File: config.mk
export PLATFORM = sky130hd
export DESIGN_NAME = cache_tag_array_assoc
export DESIGN_NICKNAME = d
export VERILOG_FILES = /design/src/rtl/cache_tag_array_assoc.sv
export SDC_FILE = /design/constraint.sdc
export NUM_CORES = 1
export LEC_CHECK = 0
export BUFFER_PORTS_ARGS = -buffer_cell sky130_fd_sc_hd__buf_4
export CAP_MARGIN = 20
export CELL_PAD_IN_SITES_DETAIL_PLACEMENT = 1
export CELL_PAD_IN_SITES_GLOBAL_PLACEMENT = 1
export CORE_MARGIN = 2
export CORE_UTILIZATION = 49
export CTS_CLUSTER_DIAMETER = 60
export DETAILED_ROUTE_END_ITERATION = 12
export HOLD_SLACK_MARGIN = 0.02
export PLACE_DENSITY_LB_ADDON = 0.1
export SYNTH_ARGS = -nofsm -noshare
export SYNTH_HDL_FRONTEND = slang
export SYNTH_SLANG_ARGS = --single-unit
File: constraint.sdc
create_clock -name clock -period 2.2 [get_ports clock]
set_input_delay 0.55 -clock clock [delete_from_list [all_inputs] [get_ports clock]]
set_output_delay 0.55 -clock clock [all_outputs]
set_load 0.01 [all_outputs]
File: src/rtl/cache_tag_array_assoc.sv
// N-way set-associative tag store with a registered 1-cycle lookup, round-robin
// victim selection, miss-handler fills and a one-set-per-cycle invalidate-all sweep.
module cache_tag_array_assoc #(
  parameter int SET_BITS = 3,
  parameter int TAG_BITS = 14,
  parameter int WAYS     = 2,
  parameter int WAY_BITS = (WAYS > 1) ? $clog2(WAYS) : 1
) (
  input  logic                clock,
  input  logic                reset_n,
  input  logic                lookup_valid,
  input  logic [SET_BITS-1:0] lookup_set,
  input  logic [TAG_BITS-1:0] lookup_tag,
  output logic                lookup_ready,
  output logic                resp_valid,
  output logic                hit,
  output logic [WAY_BITS-1:0] hit_way,
  output logic [WAY_BITS-1:0] victim_way,
  input  logic                fill_enable,
  input  logic [SET_BITS-1:0] fill_set,
  input  logic [WAY_BITS-1:0] fill_way,
  input  logic [TAG_BITS-1:0] fill_tag,
  input  logic                inv_all_req,
  output logic                busy
);

  localparam int SETS = 1 << SET_BITS;

  typedef enum logic [0:0] {
    ST_IDLE  = 1'b0,
    ST_SWEEP = 1'b1
  } state_t;

  // Lowest set bit of a way vector; zero when the vector is empty.
  function automatic logic [WAY_BITS-1:0] first_one(input logic [WAYS-1:0] vec);
    logic [WAY_BITS-1:0] idx;
    idx = {WAY_BITS{1'b0}};
    for (int w = WAYS - 1; w >= 0; w--) begin
      if (vec[w]) begin
        idx = WAY_BITS'(w);
      end
    end
    return idx;
  endfunction

  logic [TAG_BITS-1:0] tag_mem_r [SETS][WAYS];
  logic [WAYS-1:0]     valid_r   [SETS];
  logic [WAY_BITS-1:0] rr_ptr_r  [SETS];

  state_t              state_r;
  state_t              state_next_s;
  logic [SET_BITS-1:0] sweep_set_r;
  logic                busy_s;

  logic [WAYS-1:0]     match_s;
  logic [WAYS-1:0]     set_valid_s;
  logic                hit_s;
  logic [WAY_BITS-1:0] hit_way_s;
  logic [WAY_BITS-1:0] victim_s;
  logic                lookup_accept_s;
  logic                fill_way_ok_s;
  logic                fill_fire_s;
  logic [WAY_BITS-1:0] fill_rr_next_s;

  logic                resp_valid_r;
  logic                hit_r;
  logic [WAY_BITS-1:0] hit_way_r;
  logic [WAY_BITS-1:0] victim_r;

  // FSM state register.
  always_ff @(posedge clock or negedge reset_n) begin
    if (!reset_n) begin
      state_r <= ST_IDLE;
    end else begin
      state_r <= state_next_s;
    end
  end

  // FSM next-state: a sweep ends after the last set has been cleared.
  always_comb begin
    state_next_s = state_r;
    case (state_r)
      ST_IDLE: begin
        if (inv_all_req) begin
          state_next_s = ST_SWEEP;
        end else begin
          state_next_s = ST_IDLE;
        end
      end
      ST_SWEEP: begin
        if (sweep_set_r == SET_BITS'(SETS - 1)) begin
          state_next_s = ST_IDLE;
        end else begin
          state_next_s = ST_SWEEP;
        end
      end
      default: state_next_s = ST_IDLE;
    endcase
  end

  // FSM outputs.
  always_comb begin
    busy_s = 1'b0;
    case (state_r)
      ST_IDLE:  busy_s = 1'b0;
      ST_SWEEP: busy_s = 1'b1;
      default:  busy_s = 1'b0;
    endcase
  end

  assign busy         = busy_s;
  assign lookup_ready = ~busy_s;

  // Sweep set counter; wraps back to zero as the sweep finishes.
  always_ff @(posedge clock or negedge reset_n) begin
    if (!reset_n) begin
      sweep_set_r <= {SET_BITS{1'b0}};
    end else if (state_r == ST_SWEEP) begin
      sweep_set_r <= sweep_set_r + SET_BITS'(1);
    end else begin
      sweep_set_r <= {SET_BITS{1'b0}};
    end
  end

  // Tag compare and victim choice against pre-edge array contents.
  always_comb begin
    set_valid_s = valid_r[lookup_set];
    for (int w = 0; w < WAYS; w++) begin
      match_s[w] = set_valid_s[w] && (tag_mem_r[lookup_set][w] == lookup_tag);
    end
    hit_s     = |match_s;
    hit_way_s = first_one(match_s);
    if (&set_valid_s) begin
      victim_s = rr_ptr_r[lookup_set];
    end else begin
      victim_s = first_one(~set_valid_s);
    end
  end

  assign lookup_accept_s = lookup_valid & ~busy_s;
  assign fill_way_ok_s   = (int'(fill_way) < WAYS);
  assign fill_fire_s     = fill_enable & ~busy_s & fill_way_ok_s;
  assign fill_rr_next_s  = (fill_way == WAY_BITS'(WAYS - 1)) ? {WAY_BITS{1'b0}}
                                                              : fill_way + WAY_BITS'(1);

  // Tag storage needs no reset: valid bits gate every use.
  always_ff @(posedge clock) begin
    if (fill_fire_s) begin
      tag_mem_r[fill_set][fill_way] <= fill_tag;
    end
  end

  // Valid bits and round-robin pointers.
  always_ff @(posedge clock or negedge reset_n) begin
    if (!reset_n) begin
      for (int s = 0; s < SETS; s++) begin
        valid_r[s]  <= {WAYS{1'b0}};
        rr_ptr_r[s] <= {WAY_BITS{1'b0}};
      end
    end else if (state_r == ST_SWEEP) begin
      valid_r[sweep_set_r]  <= {WAYS{1'b0}};
      rr_ptr_r[sweep_set_r] <= {WAY_BITS{1'b0}};
    end else if (fill_fire_s) begin
      valid_r[fill_set][fill_way] <= 1'b1;
      rr_ptr_r[fill_set]          <= fill_rr_next_s;
    end
  end

  // Response registers; result fields hold when no lookup is accepted.
  always_ff @(posedge clock or negedge reset_n) begin
    if (!reset_n) begin
      resp_valid_r <= 1'b0;
      hit_r        <= 1'b0;
      hit_way_r    <= {WAY_BITS{1'b0}};
      victim_r     <= {WAY_BITS{1'b0}};
    end else begin
      resp_valid_r <= lookup_accept_s;
      if (lookup_accept_s) begin
        hit_r     <= hit_s;
        hit_way_r <= hit_way_s;
        victim_r  <= victim_s;
      end
    end
  end

  assign resp_valid = resp_valid_r;
  assign hit        = hit_r;
  assign hit_way    = hit_way_r;
  assign victim_way = victim_r;

endmodule
==> impl_metrics.yaml <==
status:
  status: "finished, final reports clean"
run:
  cap_violations: 0
logic_synthesis:
  synth_top_family_by_area: "multiplexers"
  synth_area_leader_cell: "edfxtp_1"
  synthesis.instances: 501
  synth-simple-area-share_pct: 3.037
  synth.distinct_cells: 35
  synth_top_flop_cell: "edfxtp_1"
  synthMuxAreaShare_pct: 17.09
  synth_top_cells_by_area: "edfxtp_1 (65%), mux4_2 (9.8%), dfrtp_1 (7.8%)"
  synth_compound_area_share_pct: 2.624
  syn-cell-area_sq_um: 10300
  yosysWarnings: 0
  syn_avg_cell_area_sq_um: 20.56
  syn_nets: 543
  synth_edf_count: 224
  synth_seq_cells: 256
  synth-async-reset-ratio_pct: 12.50
  synth_xor_xnor_area_share_pct: 2.381
  yosysSeqAreaShare_pct: 73.07
  synth_fa_ha_area_share_pct: 0.2429
  synth_top_area_share_pct: 65.30
floorplan:
  core_area_sq_um: 20820
  rows: 53
  initial_utilization_pct: 49.47
  die_area_sq_um: 22200
  die_w_um: 149.0
  io_pins: 46
  die_h_um: 149.0
sta:
  max_slew_margin_pct: 69.21
  hold_viol: 0
  setup_violations: 0
  worst_pin_slew_ns: 0.4607
  clock_skew_ns: 0.009983
  finalMaxSlewViolations: 0
  finalCritPeriodShare_pct: 97.91
  min_period_ns: 2.154
  timing.fmax_mhz: 464.3
power:
  internal_power_uw: 8745
  p_per_area_nw_per_um2: 909.6
  clkPwrFrac_pct: 38.5
  switching_share_pct: 22.68
  p_seq_share_pct: 50.3
  max-vdd-ir-drop_uv: 646.0
  pwr-share-comb_pct: 11.2
  netSwitchingPower_uw: 2566
  total_power_uw: 11310
  p_leak_uw: 0.004445
final_layout:
  stdcell_count: 916
  drive_gt1_share_pct: 34.69
  final_cell_mix: "edfxtp_1 (224), buf_4 (93), mux4_2 (51)"
  layout_commonest_cell: "edfxtp_1"
  nets: 661
  area_growth_pct: 20.71
grt:
  grt-ovfl-total: 0
  grt_first_pass_wirelength_mm: 37.27
  track_usage_pct: 23.61
  grt_pass1_vias: 5777
  grt_max_degree: 33
  antenna_found_initial: 1
min_path:
  min_path_cells: 3
  hp-class: "in -> reg"
  hold_end: "state_r"
  worstHoldStart: "inv_all_req"
clocking:
  clockBufferDepth: 3
  cts.clk_slew.worst_paths_ns: 0.06
  h-tree-depth: 1
  cts_tree: "built"
  cts.sink_count: 256
  cts_buffers: 27
  clkLatencyLatePin_ns: 0.52
  clockRootBuffer: "clkbuf_16"
routing:
  drt_iter0_markers: 420
  routedWlPerCell_um: 27.20
  drc: 0
  top_layer_used: "met4"
  wl_met2_mm: 12.74
  drtPass1Iterations: 4
  wl_met1_mm: 10.54
  wl_mm: 24.92
  vias: 5235
  wl_met3_mm: 1.344
  final_antenna_net_count: 0
  viasPerCell: 5.715
place:
  port-buffer-count: 45
  dp.cells: 863
  gp_congestion: 0.7670
  dp_hpwl_mm: 16.32
setup_path:
  r2r_slack_ns: 0.06
  criticalPathCategory: "in -> reg"
  r2r-end: "hit_way"
  start_kind: "primary input"
  cp-end-kind: "flip-flop"
  ff2ff_path_depth: 7
  r2r-start: "tag_mem_r[7][6]"
  cp_data_required_time_ns: 2.60
  arrival_ns: 2.55
  cp_max_fo: 5
==> critical path, cell delays in order <==
cell,delay [ns]
buf_12,0.12
buf_12,0.12
buf_4,0.15
mux4_2,0.52
mux2i_2,0.26
xnor2_2,0.14
nor4_2,0.28
nand4_1,0.17
a22o_1,0.23
==> cell type report <==
| cell class | instances | area (sq um) |
|---|---|---|
| Fill cell | 1817 | 8388 |
| Sequential cell | 256 | 7527 |
| Multi-Input combinational cell | 223 | 2688 |
| Timing Repair Buffer | 109 | 1016 |
| Clock buffer | 37 | 713.2 |
| Tap cell | 275 | 344.1 |
| Clock inverter | 13 | 136.4 |
| Inverter | 2 | 7.507 |
| Antenna cell | 1 | 2.502 |
==> power groups by stage <==
stage / combinational (uW) / sequential (uW) / clock (uW)
after global routing: 1370 / 5720 / 4630
after CTS: 1270 / 5690 / 4440
after floorplan: 707 / 5750 / 0
after detailed placement: 1240 / 5790 / 0
after global placement: 1200 / 5770 / 0
final: 1260 / 5690 / 4350
==> flip-flops by register name (all words and copies together) (netlist names) <==
register,count
state_r,1
rr_ptr_r,8
hit_way,1
hit,1
tag_mem_r,224
victim_way,1
valid_r,16
sweep_set_r,3
resp_valid,1
==> metrics by stage <==
step	setup TNS [ns]	hold WS [ns]	utilization, %	setup slack (ns)	cell area, sq um
global route	-0.004133	0.2378	59.70	-0.002639	12430
detailed placement	-1.542	0.4650	55.28	-0.7569	11510
floorplan	-0.1757	0.2544	-	-0.1274	10340
CTS	-0.006603	0.2174	59.60	-0.006603	12410
finish	0	0.2329	59.72	0.04609	12430
global placement	-1.522	0.4567	55.28	-0.7650	11510
==> metal layers <==
layer,track usage [%],up-vias
li1,-,2300
met1,32.60,2797
met2,39.10,119
met3,4.373,19
met4,6.524,0
met5,0,-
==> synthesized netlist by cell type, types with 4 or more instances <==
library cell,number
mux4_2,45
nor2_1,21
edfxtp_1,224
clkbuf_1,6
mux4_1,17
nand2_1,11
nand4_1,4
o211ai_1,8
mux2i_1,30
xnor2_1,25
nand3_1,8
o21ai_0,8
nor2b_1,6
dfrtp_1,32
a21o_1,16
buf_2,5
==> repair_timing <==
action / CTS / global route
pin swaps: 3 / 1
setup buffers: 2 / 0
gates cloned: 0 / 0
hold buffers: 1 / 0
hold endpoints to repair: 32 / 0
resized for setup: 9 / 12
endpoints found under the setup margin: 2 / 2
==> cells by family (layout without fill, tap and decap cells) <==
logic type               count (synthesis)  after routing
flip-flops                             256            256
multiplexers                            92             92
AND/OR/NAND/NOR                         62             62
AO/OA/AOI/OAI                           39             39
XOR/XNOR                                28             28
buffers and inverters                   22            161
adder cells (fa/ha/maj)                  2              2
other                                    0              1
==> worst max-delay path by stage <==
stage                    start  endpoint  slack, ns  cells after the start
4_1_cts        tag_mem_r[4][0]   hit_way     -0.007                      7
2_1_floorplan    lookup_set[0]   hit_way      -0.13                      9
3_5_place_dp     lookup_set[0]   hit_way      -0.76                      9
5_1_grt          lookup_set[0]   hit_way     -0.003                      9
3_3_place_gp     lookup_set[0]   hit_way      -0.77                      9
6_report         lookup_set[0]   hit_way       0.05                      9
Note: power is estimated with default switching activity, not from simulation.
